`src/rtl/bus_arbiter.sv`:
```
// Two-master, one-slave memory bus arbiter with a req/done handshake.
// Grants one master at a time and terminates silent slave accesses with an error.
module bus_arbiter #(
    parameter bit          FAIR    = 1'b1,
    parameter logic [15:0] TIMEOUT = 16'd1000
) (
    input  logic        clk_i,
    input  logic        rst_i,
    input  logic        m0_req_i,
    input  logic        m0_we_i,
    input  logic [31:0] m0_adr_i,
    input  logic [31:0] m0_dat_i,
    input  logic [2:0]  m0_byteNr_i,
    output logic [31:0] m0_dat_o,
    output logic        m0_done_o,
    output logic        m0_err_o,
    input  logic        m1_req_i,
    input  logic        m1_we_i,
    input  logic [31:0] m1_adr_i,
    input  logic [31:0] m1_dat_i,
    input  logic [2:0]  m1_byteNr_i,
    output logic [31:0] m1_dat_o,
    output logic        m1_done_o,
    output logic        m1_err_o,
    output logic        s_req_o,
    output logic        s_we_o,
    output logic [31:0] s_adr_o,
    output logic [31:0] s_dat_o,
    output logic [2:0]  s_byteNr_o,
    input  logic [31:0] s_dat_i,
    input  logic        s_done_i,
    output logic [1:0]  gnt_o
);

    localparam logic [1:0]  IDLE         = 2'd0;
    localparam logic [1:0]  GRANT0       = 2'd1;
    localparam logic [1:0]  GRANT1       = 2'd2;
    localparam logic [15:0] TIMEOUT_LAST = TIMEOUT - 16'd1;

    logic [1:0]  state;
    logic [1:0]  state_nxt;
    logic        last;
    logic [15:0] cnt;
    logic        granted;
    logic        sel;
    logic        cur_req;
    logic        timeout_fire;
    logic        finish;

    assign granted = (state == GRANT0) || (state == GRANT1);
    assign sel     = (state == GRANT1);
    assign cur_req = sel ? m1_req_i : m0_req_i;

    // An abandoned request gets no done, so the timeout only fires while the master still asks.
    assign timeout_fire = (TIMEOUT != 16'd0) && granted && cur_req && !s_done_i
                          && (cnt == TIMEOUT_LAST);
    assign finish       = s_done_i || !cur_req || timeout_fire;

    // NOTE: every variable assigned in an always_comb gets a default first, so no latch is inferred.
    always_comb begin
        state_nxt = state;
        case (state)
            IDLE: begin
                if (m0_req_i && m1_req_i)
                    state_nxt = (FAIR && !last) ? GRANT1 : GRANT0;
                else if (m0_req_i)
                    state_nxt = GRANT0;
                else if (m1_req_i)
                    state_nxt = GRANT1;
            end
            GRANT0, GRANT1: begin
                if (finish)
                    state_nxt = IDLE;
            end
            default: state_nxt = IDLE;
        endcase
    end

    // NOTE: state registers use non-blocking assignments so every flop samples pre-edge values.
    always_ff @(posedge clk_i or posedge rst_i) begin
        if (rst_i) begin
            state <= IDLE;
            last  <= 1'b1;
            cnt   <= 16'd0;
        end else begin
            state <= state_nxt;
            if (state == IDLE && state_nxt != IDLE)
                last <= (state_nxt == GRANT1);
            cnt <= granted ? cnt + 16'd1 : 16'd0;
        end
    end

    assign m0_dat_o = s_dat_i;
    assign m1_dat_o = s_dat_i;
    assign gnt_o    = {state == GRANT1, state == GRANT0};

    always_comb begin
        s_req_o    = 1'b0;
        s_we_o     = 1'b0;
        s_adr_o    = 32'd0;
        s_dat_o    = 32'd0;
        s_byteNr_o = 3'd0;
        m0_done_o  = 1'b0;
        m0_err_o   = 1'b0;
        m1_done_o  = 1'b0;
        m1_err_o   = 1'b0;
        if (granted) begin
            s_req_o = cur_req && !timeout_fire;
            if (sel) begin
                s_we_o     = m1_we_i;
                s_adr_o    = m1_adr_i;
                s_dat_o    = m1_dat_i;
                s_byteNr_o = m1_byteNr_i;
                m1_done_o  = s_done_i || timeout_fire;
                m1_err_o   = timeout_fire;
            end else begin
                s_we_o     = m0_we_i;
                s_adr_o    = m0_adr_i;
                s_dat_o    = m0_dat_i;
                s_byteNr_o = m0_byteNr_i;
                m0_done_o  = s_done_i || timeout_fire;
                m0_err_o   = timeout_fire;
            end
        end
    end

endmodule

```
`config.mk`:
```
export PLATFORM = sky130hd
export DESIGN_NAME = bus_arbiter
export DESIGN_NICKNAME = d
export VERILOG_FILES = /design/src/rtl/bus_arbiter.sv
export SDC_FILE = /design/constraint.sdc
export NUM_CORES = 1
export LEC_CHECK = 0
export ABC_AREA = 1
export BUFFER_PORTS_ARGS = -buffer_cell sky130_fd_sc_hd__buf_2
export CELL_PAD_IN_SITES_DETAIL_PLACEMENT = 1
export CELL_PAD_IN_SITES_GLOBAL_PLACEMENT = 1
export CORE_MARGIN = 5
export CORE_UTILIZATION = 19
export CTS_CLUSTER_DIAMETER = 120
export DETAILED_ROUTE_END_ITERATION = 10
export GPL_TIMING_DRIVEN = 0
export PLACE_DENSITY = 0.92
export SYNTH_ARGS = -nofsm -noshare
export SYNTH_HDL_FRONTEND = slang
export SYNTH_SLANG_ARGS = --single-unit
```
`constraint.sdc`:
```
create_clock -name clk_i -period 1.7 [get_ports clk_i]
set_input_delay 0.17 -clock clk_i [delete_from_list [all_inputs] [get_ports clk_i]]
set_output_delay 0.17 -clock clk_i [all_outputs]
set_load 0.02 [all_outputs]
```
# Yosys cells after proc, flatten, opt, wreduce, memory -nomap -nowiden
# Cells that the tools add are included.
# Widths: inputs -> output; s select.
[word_totals]
regBits = 19
latch_bits = 0
mem_bits_rw = 0
romBits = 0
inputBits = 173
out_inout_bits = 139
wordCells = 49
mem_count = 0
[classes]
n_addsub = 1
mul = 0
n_div = 0
n_lt_le_gt_ge = 0
n_eq_ne = 4
shifts = 0
mux = 25
bitwise = 0
n_reduce_logical = 16
[ops]
columns = ["cell", "n"]
rows = [
  ["$mux 32", 4],
  ["$add 16x1->16 const B", 1],
  ["$eq 16x10->1 const B", 1],
  ["$mux 16", 1],
  ["$mux 1", 12],
  ["$mux 2", 5],
  ["$logic_and 1x1->1", 6],
  ["$mux 3", 2],
  ["$eq 2x2->1 const B", 2],
  ["$logic_or 1x1->1", 4],
  ["$pmux 2 s2", 1],
  ["$logic_not 1->1", 3],
  ["$eq 2x1->1 const B", 1],
  ["$logic_not 2->1", 1],
  ["$reduce_bool 2->1", 1],
  ["$reduce_or 2->1", 1],
]

# Logic depth before layout (Yosys ltp)
[depth]
ltp_word = 10
ltp_mapped = 12
depth_no_buf = 12

# Least setup slack after synthesis
# No wires, ideal clock.
[synth_timing]
kind = "reg2out"
from = "register state[0]"
to = "output m0_done_o"
t_arrival_ps = 1772
required_time_ps = 1530
path_slack_ps = -242
path_stages_with_launch = 11
path_buffers = 0
path_cell_list = "dfrtp_1 -> inv_1 -> ha_1 -> inv_2 -> nor2_1 -> nand2_1 -> nor2_2 -> nand2_2 -> nor3_4 -> nor2_2 -> nor3_1"
[synth_via]
elab_chain_len = 8
elab_cells_between_ends = 10
cone_classes = "eq/ne (2); mux (3); reduce/logical (5)"
[synth_lines]
columns = ["element", "line", "text"]
rows = [
  ["start: declaration", "40", "logic [1:0] state;"],
  ["start signal: assignment", "86", "state <= state_nxt;"],
  ["$eq 2x2->1 or $eq 2x1->1 (tied branches)", "50, 51", ""],
  ["$mux 1 or $logic_or 1x1->1 (tied branches)", "52, 50", ""],
  ["$logic_and 1x1->1 (2 in series)", "55", "assign timeout_fire = (TIMEOUT != 16'd0) && granted && cur_req && !s_done_i"],
  ["$logic_and 1x1->1", "56", "&& (cnt == TIMEOUT_LAST);"],
  ["$logic_or 1x1->1", "121", "m0_done_o = s_done_i || timeout_fire;"],
  ["$mux 1", "109", "if (sel) begin"],
  ["$mux 1 (*)", "107", "if (granted) begin"],
  ["end: declaration", "15", "output logic m0_done_o,"],
]
# Every way passes the cells marked *; elsewhere a longest branch is shown, timed or not.

# Final worst setup path
[layout_timing]
from = "register state[1]"
to = "output m1_err_o"
[layout_via]
elab_chain_len = 7
elab_cells_between_ends = 9
cone_classes = "eq/ne (2); mux (3); reduce/logical (4)"
[layout_lines]
columns = ["element", "line", "text"]
rows = [
  ["$eq 2x2->1 (*)", "51", "assign sel = (state == GRANT1);"],
  ["net sel", "45", "logic sel;"],
  ["$mux 1 or $logic_or 1x1->1 (tied branches)", "52, 50", ""],
  ["$logic_and 1x1->1 (2 in series)", "55", ""],
  ["$logic_and 1x1->1", "56", ""],
  ["$mux 1", "109", ""],
  ["$mux 1 (*)", "107", ""],
  ["end: declaration", "24", "output logic m1_err_o,"],
]
# Mark *: on every way through the listed nets, which the timed path passes. The rest lies on a longest branch.

==> impl_metrics.py <==
metrics = {
    "place": {
        "io_buffers": 279,
        "place_hpwl_um": 12700,
        "place_inst": 897,
        "gp_congestion": 0.807,
        "dp_slack_ns": -0.731,
    },
    "timing": {
        "hold_viol_final": 0,
        "fin_ws_ns": -0.489,
        "rsz0062_at_grt": "true",
        "max_slew_margin_pct": 44.7,
        "clock_skew_ns": 0.00309,
        "tightest_slew_ns": 0.828,
        "max_freq_mhz": 457,
        "min_period_ns": 2.19,
        "setup_viol": 76,
        "whs_ns": 0.0734,
        "period_share_pct": 129,
        "final-max-slew-violation-count": 0,
    },
    "floorplan": {
        "die_y_um": 126,
        "initial_core_util_pct": 19.3,
        "die_w_um": 126,
        "core_area_mm2": 0.0132,
        "pin_count": 312,
        "dieArea_mm2": 0.0159,
        "rows": 42,
    },
    "global_routing": {
        "grtUsageTotal_pct": 19.7,
        "grt_pass1_vias": 4451,
        "grt_pass1_wl_um": 24800,
        "overflow": 0,
        "grt_max_degree": 20,
        "antenna_found_initial": 0,
    },
    "clock_network": {
        "worstSkewPairLatency_ns": 0.25,
        "cts_sinks": 19,
        "cts_buffer_depth": 2,
        "cts_buffers": 3,
        "htree_levels": 1,
        "cts_root_buf": "clkbuf_16",
        "clk_pin_slew_ns": 0.06,
        "cts-hold-fix-buffers": 0,
        "tritoncts": "built",
    },
    "outcome": {
        "status": "finished with violations",
        "violations": "setup timing",
    },
    "logic_synthesis": {
        "synthDistinctLibCells": 26,
        "synthCells": 442,
        "synth-async-reset-ratio_pct": 100,
        "synth_ff_type": "dfrtp_1",
        "yosysMostFrequentCell": "nand2_1",
        "synth_seq_cells": 19,
        "ys_warn_count": 0,
        "avgSynthCellArea_um2": 5.79,
        "synth-edff-count": 0,
        "synth_area_leaders": "nand2_1 23%, buf_4 19%, dfrtp_1 18%, a21oi_1 15%, nor2_1 4.4%",
        "synth_top_area_share_pct": 23.3,
        "ys_seq_area_share_pct": 18.6,
        "synth_top_area_cell": "nand2_1",
        "synthesis.area_mm2": 0.00256,
        "synth_common_cells": "159 x nand2_1, 78 x a21oi_1, 65 x buf_4",
        "syn-num-nets": 620,
    },
    "power": {
        "power_density_mw_per_mm2": 1780,
        "leakagePower_uw": 0.00309,
        "peakVddDrop_mv": 0.891,
    },
    "worst_setup_path": {
        "reg2reg_depth": 12,
        "r2r-end": "last$_DFFE_PP1P_",
        "cp-startpoint": "state[1]$_DFF_PP0_",
        "crit_fanout": 7,
        "startpoint_type": "flop",
        "r2r_setup_slack_ns": -0.17,
        "endpoint_kind": "primary output",
        "required_ns": 1.53,
        "arrival_ns": 2.02,
        "reg2reg_from": "state[1]$_DFF_PP0_",
        "worstSetupPathType": "flop to primary output",
    },
    "final_layout": {
        "fin_nets": 938,
        "postLayoutCoreUtil_pct": 45.6,
        "final_cells": 935,
        "area_delta_synth_final_pct": 136,
        "fillers": 1675,
        "diodes": 0,
        "drive_above_1_share_pct": 75.1,
    },
    "route": {
        "drt-wirelength-per-cell_um": 19.3,
        "dr.pass1.iters": 4,
        "drt_wl_total_um": 18000,
        "num_vias": 4171,
        "drt.antenna.violating_nets": 0,
        "dr.first_iter.drc_count": 157,
        "drc": 0,
        "routed_via_density": 4.46,
    },
    "run": {
        "cap_violations": 0,
    },
    "worst_hold_path": {
        "min-delay-path-class": "input port to asynchronous set/reset pin",
    },
}
## logic make-up (layout without fill, tap and decap cells)
| logic type | Yosys count | after routing | synth area share (%) |
|---|---|---|---|
| adders and majority gates | 5 | 5 | 2.45 |
| AOI/OAI and AO/OA | 88 | 88 | 17.7 |
| and+or+nand+nor | 217 | 217 | 35.0 |
| DFF | 19 | 19 | 18.6 |
| buffers and inverters | 113 | 430 | 26.2 |
## layout make-up
cell class	instances	area [um2]	share of cell area, %
multi-input cells	310	1990	33.0
repair inverters	2	32.5	0.539
inverters	24	121	2.01
plain buffers	86	822	13.6
well taps	176	220	3.65
flip-flops and latches	19	477	7.90
repair buffers	314	2290	38.0
clock buffers	4	78.8	1.31
## metal layers
metal / vias up / wire length, um / GRT usage, %
li1: 1966 / - / -
met1: 2004 / 6620 / 22.0
met2: 164 / 9810 / 37.4
met3: 37 / 994 / 4.19
met4: 0 / 587 / 5.36
met5: - / 0 / 0
## where the power goes
group | total [uW] | internal (uW) | switching (uW)
Clock | 504 | 320 | 185
Sequential | 553 | 516 | 36.5
Combinational | 9680 | 4310 | 5370
Total | 10700 | 5150 | 5590
## registers in the layout (all words and copies together), names as in the netlist
| register | count |
|---|---|
| state | 2 |
| cnt | 16 |
| last | 1 |
## per-stage QoR
step / setup TNS (ns) / area (um2) / total power [uW]
3_3_place_gp: -33.10 / 4460 / 6590
6_report: -27.05 / 6030 / 10700
3_5_place_dp: -37.69 / 4460 / 6690
5_1_grt: -31.32 / 6030 / 11300
4_1_cts: -22.68 / 5620 / 9730
2_1_floorplan: -0.730 / 2840 / 4540
## critical path, stage by stage (launching register included)
cell and delay (ns):
dfrtp_1 0.40, buf_4 0.15, buf_6 0.11, ha_4 0.17, buf_12 0.15, nand2_4 0.07
o21ai_4 0.07, nor3_4 0.28, inv_2 0.12, nor2_4 0.12, buf_6 0.12
## repair_timing
item                       4_1_cts  5_1_grt
cloned                           9        6
setup endpoints to repair       81       78
buffers inserted                16        9
gates resized for setup        231      102
pin swaps                       16       33
## how the worst max path moves through the flow
stage,slack (ns),to,cells after the start
floorplan,-0.07,s_adr_o[7],7
global placement,-0.68,s_dat_o[12],8
detailed placement,-0.73,s_dat_o[13],8
CTS,-0.49,m1_err_o,11
global route,-0.56,m1_err_o,10
finish,-0.49,m1_err_o,10
## layout by cell type (no fill, tap or decap), types with 5 or more instances in the layout
cell       instances
inv_2              5
nand2_4            9
o21ai_0            6
nand2_2           57
nor2_4             6
inv_1             17
a21oi_2           66
clkbuf_16         17
buf_8              8
a21oi_1            9
buf_12             7
nor2_1            25
dfrtp_1           18
buf_6             64
nand2_1           96
buf_2            208
buf_4             93
nor2_2             6
Power figures use the tool's default switching activity.
